`config.mk`:
```
export PLATFORM = sky130hd
export DESIGN_NAME = fetch_queue
export DESIGN_NICKNAME = d
export VERILOG_FILES = /design/src/rtl/fetch_queue.sv
export SDC_FILE = /design/constraint.sdc
export NUM_CORES = 1
export LEC_CHECK = 0
export BUFFER_PORTS_ARGS = -buffer_cell sky130_fd_sc_hd__buf_2
export CORE_MARGIN = 3
export CORE_UTILIZATION = 30
export DETAILED_ROUTE_END_ITERATION = 12
export PLACE_DENSITY = 0.52
export SYNTH_ARGS = -nofsm -noshare
export SYNTH_HDL_FRONTEND = slang
export SYNTH_SLANG_ARGS = --single-unit
export TNS_END_PERCENT = 20
```
`constraint.sdc`:
```
create_clock -name clk -period 4.8 [get_ports clk]
set_input_delay 0.48 -clock clk [delete_from_list [all_inputs] [get_ports clk]]
set_output_delay 0.48 -clock clk [all_outputs]
set_load 0.02 [all_outputs]
```
`src/rtl/fetch_queue.sv`:
```
// fetch_queue: sequential-PC fetch over a req/gnt/rvalid imem port, buffering words in a DEPTH-entry queue.
// Build option FETCHQ_BYPASS_EN: forward a response straight to Decode when the queue is empty.
module fetch_queue #(
  parameter int          DEPTH    = 4,
  parameter int          MAX_OUT  = 2,
  parameter logic [31:0] RESET_PC = 32'h0
) (
  input  logic        clk,
  input  logic        reset,
  input  logic        PCSrc,
  input  logic [31:0] PCTarget,
  input  logic        StallD,
  output logic        imem_req,
  output logic [31:0] imem_addr,
  input  logic        imem_gnt,
  input  logic        imem_rvalid,
  input  logic [31:0] imem_rdata,
  output logic [31:0] InstrF,
  output logic [31:0] PCF,
  output logic [31:0] PCPlus8F,
  output logic        InstrValidF
);

  localparam int          AW        = (DEPTH > 1) ? $clog2(DEPTH) : 1;
  localparam int          CW        = $clog2(DEPTH + 1);
  localparam int          OW        = $clog2(MAX_OUT + 1);
  localparam logic [31:0] DEPTH_U   = DEPTH;
  localparam logic [31:0] MAX_OUT_U = MAX_OUT;

  logic [31:0]   r_fetch_pc;
  logic [31:0]   r_resp_pc;
  logic [CW-1:0] r_count;
  logic [OW-1:0] r_outstanding;
  logic [OW-1:0] r_discard;
  logic [AW-1:0] r_head;
  logic [AW-1:0] r_tail;
  logic [31:0]   r_mem_instr [DEPTH];
  logic [31:0]   r_mem_pc    [DEPTH];

  logic [31:0] w_credit;
  logic        w_rsp;
  logic        w_accept;
  logic        w_drop;
  logic        w_keep;
  logic        w_head_valid;
  logic        w_bypass;
  logic        w_push;
  logic        w_pop;

  // Slots already committed: queued words plus responses that will actually be kept.
  assign w_credit = 32'(r_count) + 32'(r_outstanding) - 32'(r_discard);

  assign imem_req  = !reset && !PCSrc && (32'(r_outstanding) < MAX_OUT_U) && (w_credit < DEPTH_U);
  assign imem_addr = r_fetch_pc;
  assign w_accept  = imem_req && imem_gnt;

  // A response with nothing outstanding is a protocol error and is ignored.
  assign w_rsp        = imem_rvalid && (r_outstanding != '0);
  assign w_drop       = w_rsp && (r_discard != '0);
  assign w_keep       = w_rsp && (r_discard == '0) && !PCSrc;
  assign w_head_valid = (r_count != '0);

`ifdef FETCHQ_BYPASS_EN
  assign w_bypass = !reset && !w_head_valid && w_keep && !StallD;
`else
  assign w_bypass = 1'b0;
`endif

  assign w_push = w_keep && !w_bypass;
  assign w_pop  = w_head_valid && !StallD && !PCSrc;

  always_comb begin
    InstrF      = '0;
    PCF         = '0;
    InstrValidF = 1'b0;
    if (w_head_valid) begin
      InstrF      = r_mem_instr[r_head];
      PCF         = r_mem_pc[r_head];
      InstrValidF = 1'b1;
    end else if (w_bypass) begin
      InstrF      = imem_rdata;
      PCF         = r_resp_pc;
      InstrValidF = 1'b1;
    end
    PCPlus8F = InstrValidF ? (PCF + 32'd8) : '0;
  end

  always_ff @(posedge clk) begin
    if (w_push) begin
      r_mem_instr[r_tail] <= imem_rdata;
      r_mem_pc[r_tail]    <= r_resp_pc;
    end
  end

  always_ff @(posedge clk) begin
    if (reset) begin
      r_fetch_pc    <= RESET_PC;
      r_resp_pc     <= RESET_PC;
      r_count       <= '0;
      r_outstanding <= '0;
      r_discard     <= '0;
      r_head        <= '0;
      r_tail        <= '0;
    end else if (PCSrc) begin
      // No request is issued in a redirect cycle, so only a response can retire here.
      r_fetch_pc    <= PCTarget & 32'hFFFF_FFFC;
      r_resp_pc     <= PCTarget & 32'hFFFF_FFFC;
      r_count       <= '0;
      r_head        <= '0;
      r_tail        <= '0;
      r_outstanding <= r_outstanding - OW'(w_rsp);
      r_discard     <= r_outstanding - OW'(w_rsp);
    end else begin
      if (w_accept) begin
        r_fetch_pc <= r_fetch_pc + 32'd4;
      end
      r_outstanding <= r_outstanding + OW'(w_accept) - OW'(w_rsp);
      if (w_drop) begin
        r_discard <= r_discard - 1'b1;
      end
      if (w_keep) begin
        r_resp_pc <= r_resp_pc + 32'd4;
      end
      if (w_push) begin
        r_tail <= r_tail + 1'b1;
      end
      if (w_pop) begin
        r_head <= r_head + 1'b1;
      end
      r_count <= r_count + CW'(w_push) - CW'(w_pop);
    end
  end

endmodule

```
==> metrics.txt, run 1 <==
status finished, final reports clean; design area 0.0177 mm²; Psw between 1.5 and 2 mW; deepest clock path buffer count 3; maximum vdd drop roughly 240 µV; Seq/Total Area, Yosys between 50% and 60%; clock power share roughly 43%; post-CTS setup buffers 0; remaining antenna violation count 0; FF-to-FF Start r_outstanding[1]$_SDFF_PP0_; num rows 80; RSZ-0062 raised after global routing false; Final #Nets 1363; Via-to-Cell Ratio 5.01; DR vias 9807; worst min path class in2reg; global-route usage over all layers about 14%; die area between 0.05 and 0.06 mm²; Synth Flop Type edfxtp_1; post_cts resized 0; Routed WL 38100 µm; fin crit share 87.9%; CP Class reg2out; root buffer cell clkbuf_16; pin count of the biggest net entering global routing between 60 and 70; Clk Latency, worst-skew pair approximately 0.55 ns; Post-Synth XOR/XNOR Area about 2.5%; grt ovf 0; Max Freq 0.237 GHz; total chip power approximately 6.5 mW; simple-gate share of the synthesized area 14.4%; Max-Cap Viols 0; synthesized cell area 0.0149 mm²; share of post-route cells with drive strength above 1 27.1%; vias in the first global route just under 10000; Int Pwr 4.94 mW; CP startpoint kind flip-flop; clk slew on worst S/H paths 0.06 ns; crit end category output pin; IO Port Bufs about 190; # clock sinks 321; Final Util 36.5%; CTS tree done; Post-synth EDFFs 248; Tightest Pin Transition 1.11 ns; top-area cell type share of the netlist area between 50% and 60%; Finished Layout Cells 1958; Mapped Cells roughly 1100; initial detailed-routing violation count 626; net switching share of the total power 23.7%; post-synthesis area per instance 13.6 µm²; post-synthesis cell type count 70; Die Y 229 µm; complex-gate fraction of the synthesized area 5.72%; most frequent cells in the layout edfxtp_1, buf_2, nand2_1; final hold violations 0; #FFs+latches synth 321; Max stage delay on crit path ~0.62 ns; final setup vio count 0; YS warnings 0; sequential share of power roughly 49%; top cells by area, synth edfxtp_1, dfxtp_1, mux4_2; ys async rst share 0%; I/O pin count 200; Slowest-stage cell, CP dfxtp_4; DRC violations left 0; CP Cell Sequence mux4_1 -> and2_1 -> ha_1 -> nor2b_1 -> a22o_1 -> nand4_1 -> nor4_1 -> mux2_1 -> buf_2; crit-path max FO 20; Placed Cells 1891; Core Region 0.0483 mm²; HP Start imem_rdata[31]; Area Overhead vs Synth 18.8%; clock skew after layout about 0.034 ns; global-route wire length before repair 58700 µm; Slew headroom 25.4%; worst endpoint required time approximately 4.3 ns; Post-Route Setup TNS 0 ns; most common cell after layout, fill and taps aside edfxtp_1; post-DP HPWL 25000 µm; x dimension of the die 229 µm; largest family of logic cells by synthesized area simple AND/OR/NAND/NOR gates; routed len/inst 19.5 µm; critical path arrival between 3 and 4 ns; H-tree level count 2; post-synthesis mux area share around an eighth; Synth Area in Adders 1.70%; Cell Pwr Density 366 mW/mm²; P_leak about 6.2 nW; CTS Hold Bufs 0; Slew Limit Fails 0; Initial Util 30.7%; Post-Place Cell Area approximately 0.016 mm²; total CTS buffers 37; Final min period approximately 4.2 ns; Routability Congestion 0.808; initial antenna violation count 0; drt pass-1 iters 5; Yosys top cell by area edfxtp_1; part of the power in combinational logic about 8.4%
## stage by stage
step | hold slack (ns) | setup slack, ns
after CTS | 0.119 | 0.471
after floorplan | 0.466 | 1.15
final | 0.164 | 0.582
after global placement | 0.464 | 0.784
after detailed placement | 0.470 | 0.791
after global routing | 0.136 | 0.275
## layout make-up
class	count	area, µm²
fillers	4679	30700
flip-flops and latches	321	8920
multi-input cells	676	5520
repair buffers	207	1100
clock buffers	49	1010
well taps	656	821
clock inverters	17	166
inverters	31	116
diodes	1	2.50
## critical path: cells and delay by family, from the launching register on
family / cells / cell delay (ns)
muxes: 2 / 0.79
buffers and inverters: 1 / 0.16
adders and majority gates: 1 / 0.22
DFF: 1 / 0.62
AOI/OAI and AO/OA: 1 / 0.26
and+or+nand+nor: 4 / 1.13
## power by group through the flow
| stage | Combinational, mW | Clock (mW) | Sequential, mW |
|---|---|---|---|
| after floorplan | 0.347 | 0 | 3.22 |
| after global placement | 0.540 | 0 | 3.23 |
| after detailed placement | 0.546 | 0 | 3.23 |
| after CTS | 0.548 | 2.85 | 3.17 |
| after global routing | 0.600 | 2.96 | 3.18 |
| final | 0.543 | 2.75 | 3.17 |
## synth_stat cells, drive strengths merged (6+ instances only)
cell type	n
edfxtp	248
nand2	83
and2	74
dfxtp	73
mux4	65
nor2	63
clkbuf	40
nand3	34
xnor2	34
inv	31
nor4	31
mux2	27
nand4	27
buf	26
nor3	21
a211oi	18
a21oi	18
ha	17
a31oi	15
and3	13
or3	11
o21ai	9
or4	9
xor2	9
and4	8
o211ai	8
a21o	7
o31ai	7
a21boi	6
## per-layer routing
layer | wire [µm] | GRT usage, % | vias to the layer above
met5 | 0 | 0 | -
met4 | 692 | 3.75 | 0
met3 | 2410 | 3.13 | 43
met2 | 16100 | 20.8 | 305
met1 | 19000 | 21.6 | 4890
li1 | - | - | 4569
## worst paths after layout
path                                                      to  slack, ns  cells past startpoint
worst min register to register    imem_addr[31]$_SDFFE_PP0P_       0.48                      1
worst max register to register   r_outstanding[1]$_SDFF_PP0_       0.77                     15
worst min-delay path            r_mem_instr[3][31]$_DFFE_PP_       0.16                      1
worst max-delay path                            PCPlus8F[31]       0.58                      9
## sequential cells by signal (all words and copies together) (netlist names), named ones only
name           flops
r_mem_instr      128
r_mem_pc         120
imem_addr         30
r_resp_pc         30
r_count            3
r_discard          2
r_head             2
r_outstanding      2
r_tail             2
## kinds of logic (layout without fill, tap and decap cells)
logic type,Yosys count,after routing
simple gates,391,391
flops,321,321
compound gates,120,120
mux,97,97
buf+inv,97,304
xor+xnor,43,43
fa+ha+maj,19,19
other cells,1,7
(Power assumes the default switching activity.)
==> run 2: changes to the inputs <==
Settings changed: CELL_PAD_IN_SITES_DETAIL_PLACEMENT set to 0, CELL_PAD_IN_SITES_GLOBAL_PLACEMENT set to 1, PLACE_DENSITY 0.52 to 0.6.
==> metrics.txt, run 2 (synthesized netlist as in run 1, its figures left out) <==
Clk Latency, worst-skew pair between 0.5 and 0.6 ns; Max stage delay on crit path 0.66 ns; grt ovf 0; Max-Cap Viols 0; fin crit share 87.4%; PnR worst setup slack ~0.6 ns; vias in the first global route slightly below 10000; post-CTS setup buffers 0; total CTS buffers 37; initial detailed-routing violation count about 680; minimum hold slack 0.156 ns; CTS Hold Bufs 0; global-route wire length before repair 59700 µm; crit end category output pin; CP top delay family simple AND/OR/NAND/NOR gates; post-DP HPWL 26400 µm; x dimension of the die 229 µm; critical path arrival 3.71 ns; Die Y 229 µm; Final #Nets 1365; design area roughly 0.018 mm²; DR vias 9712; share of post-route cells with drive strength above 1 27.2%; Max Freq 0.238 GHz; CTS tree done; Slew Limit Fails 0; most frequent cells in the layout edfxtp_1, buf_2, nand2_1; pre-CTS WS 1.14 ns; routed len/inst 20.0 µm; DRC violations left 0; Routability Congestion 0.787; CP Cell Sequence mux4_1 -> and2_1 -> ha_1 -> nor2b_1 -> a22o_1 -> nand4_1 -> nor4_1 -> mux2_1 -> buf_2; num rows 80; post_cts resized 0; Placed Cells 1893; deepest clock path buffer count 3; fillcell total about 4700; Slowest-stage cell, CP dfxtp_4; Via-to-Cell Ratio 4.96; IO Port Bufs 191; final hold violations 0; Slew headroom 20.4%; root buffer cell clkbuf_16; Post-Place Cell Area 0.0165 mm²; Area Overhead vs Synth 18.8%; Tightest Pin Transition roughly 1.2 ns; CP Class reg2out; RSZ-0062 raised after global routing false; max reg flops between 100 and 150; crit-path max FO 24; worst min path class in2reg; Biggest register r_mem_instr; Final Util 36.5%; area occupied by registers 0.00892 mm²; Initial Util a little under a third; Final min period 4.19 ns; pin count of the biggest net entering global routing 63; # clock sinks 321; Largest regs r_mem_instr: 128 flops, r_mem_pc: 120 flops; clock skew after layout 0.0265 ns; Routed WL 39200 µm; total chip power 6.46 mW; Core Region 0.0483 mm²; maximum vdd drop 192 µV; worst path bufs/invs 1; clk slew on worst S/H paths 0.06 ns; H-tree level count 2; remaining antenna violation count 0; initial antenna violation count 0; status finished, final reports clean; Finished Layout Cells 1958; Post-Route Setup TNS 0 ns; most common cell after layout, fill and taps aside edfxtp_1; I/O pin count 200; die area 0.0522 mm²; worst endpoint required time 4.32 ns; drt pass-1 iters 5; Cell Pwr Density 366 mW/mm²; global-route usage over all layers roughly 15%; final setup vio count 0; P_leak 6.19 nW; CP startpoint kind flip-flop; area of the multi-input gates 0.00552 mm²
[run 2: routing by layer]
| layer | up-vias | share of wire [%] | global-route usage (%) |
|---|---|---|---|
| li1 | 4567 | - | - |
| met1 | 4823 | 49 | 21.8 |
| met2 | 271 | 44 | 22.0 |
| met3 | 51 | 5.5 | 3.04 |
| met4 | 0 | 1.8 | 3.49 |
| met5 | - | 0 | 0 |
[run 2: path summary, 6_finish.rpt]
path | start | endpoint | slack, ns | depth (start not counted)
worst max-delay path | flip-flop | PCPlus8F[31] | 0.61 | 9
worst min-delay path | imem_rdata[7] | r_mem_instr[3][7]$_DFFE_PP_ | 0.16 | 1
worst max register to register | r_outstanding[1]$_SDFF_PP0_ | r_outstanding[1]$_SDFF_PP0_ | 1.22 | 15
worst min register to register | imem_addr[31]$_SDFFE_PP0P_ | imem_addr[31]$_SDFFE_PP0P_ | 0.48 | 1
[run 2: final cells by class]
type                       count  area share [%]
antenna                        1          0.0142
clock buffer                  45            5.41
clock inverter                19            1.16
inverter                      31           0.659
multi-input combinational    676            31.3
sequential                   321            50.5
tap                          656            4.65
timing repair buffer         209            6.32
[run 2: worst register-to-register path, stage by stage, from the launching register on]
cell	delay (ns)
dfxtp_1	0.52
inv_1	0.11
fa_1	0.52
inv_1	0.04
ha_1	0.27
and3b_1	0.20
or4_1	0.53
a21oi_1	0.21
inv_1	0.08
ha_1	0.27
inv_1	0.04
ha_1	0.17
xnor2_1	0.12
o21ai_0	0.19
xnor2_1	0.14
nor2_1	0.05
[run 2: report_power, final]
group	internal (mW)	leakage [nW]	switching [mW]	total [mW]
Clock	1.63	0.554	1.11	2.74
Sequential	3.08	2.86	0.0889	3.17
Combinational	0.209	2.78	0.338	0.547
Total	4.92	6.19	1.53	6.46
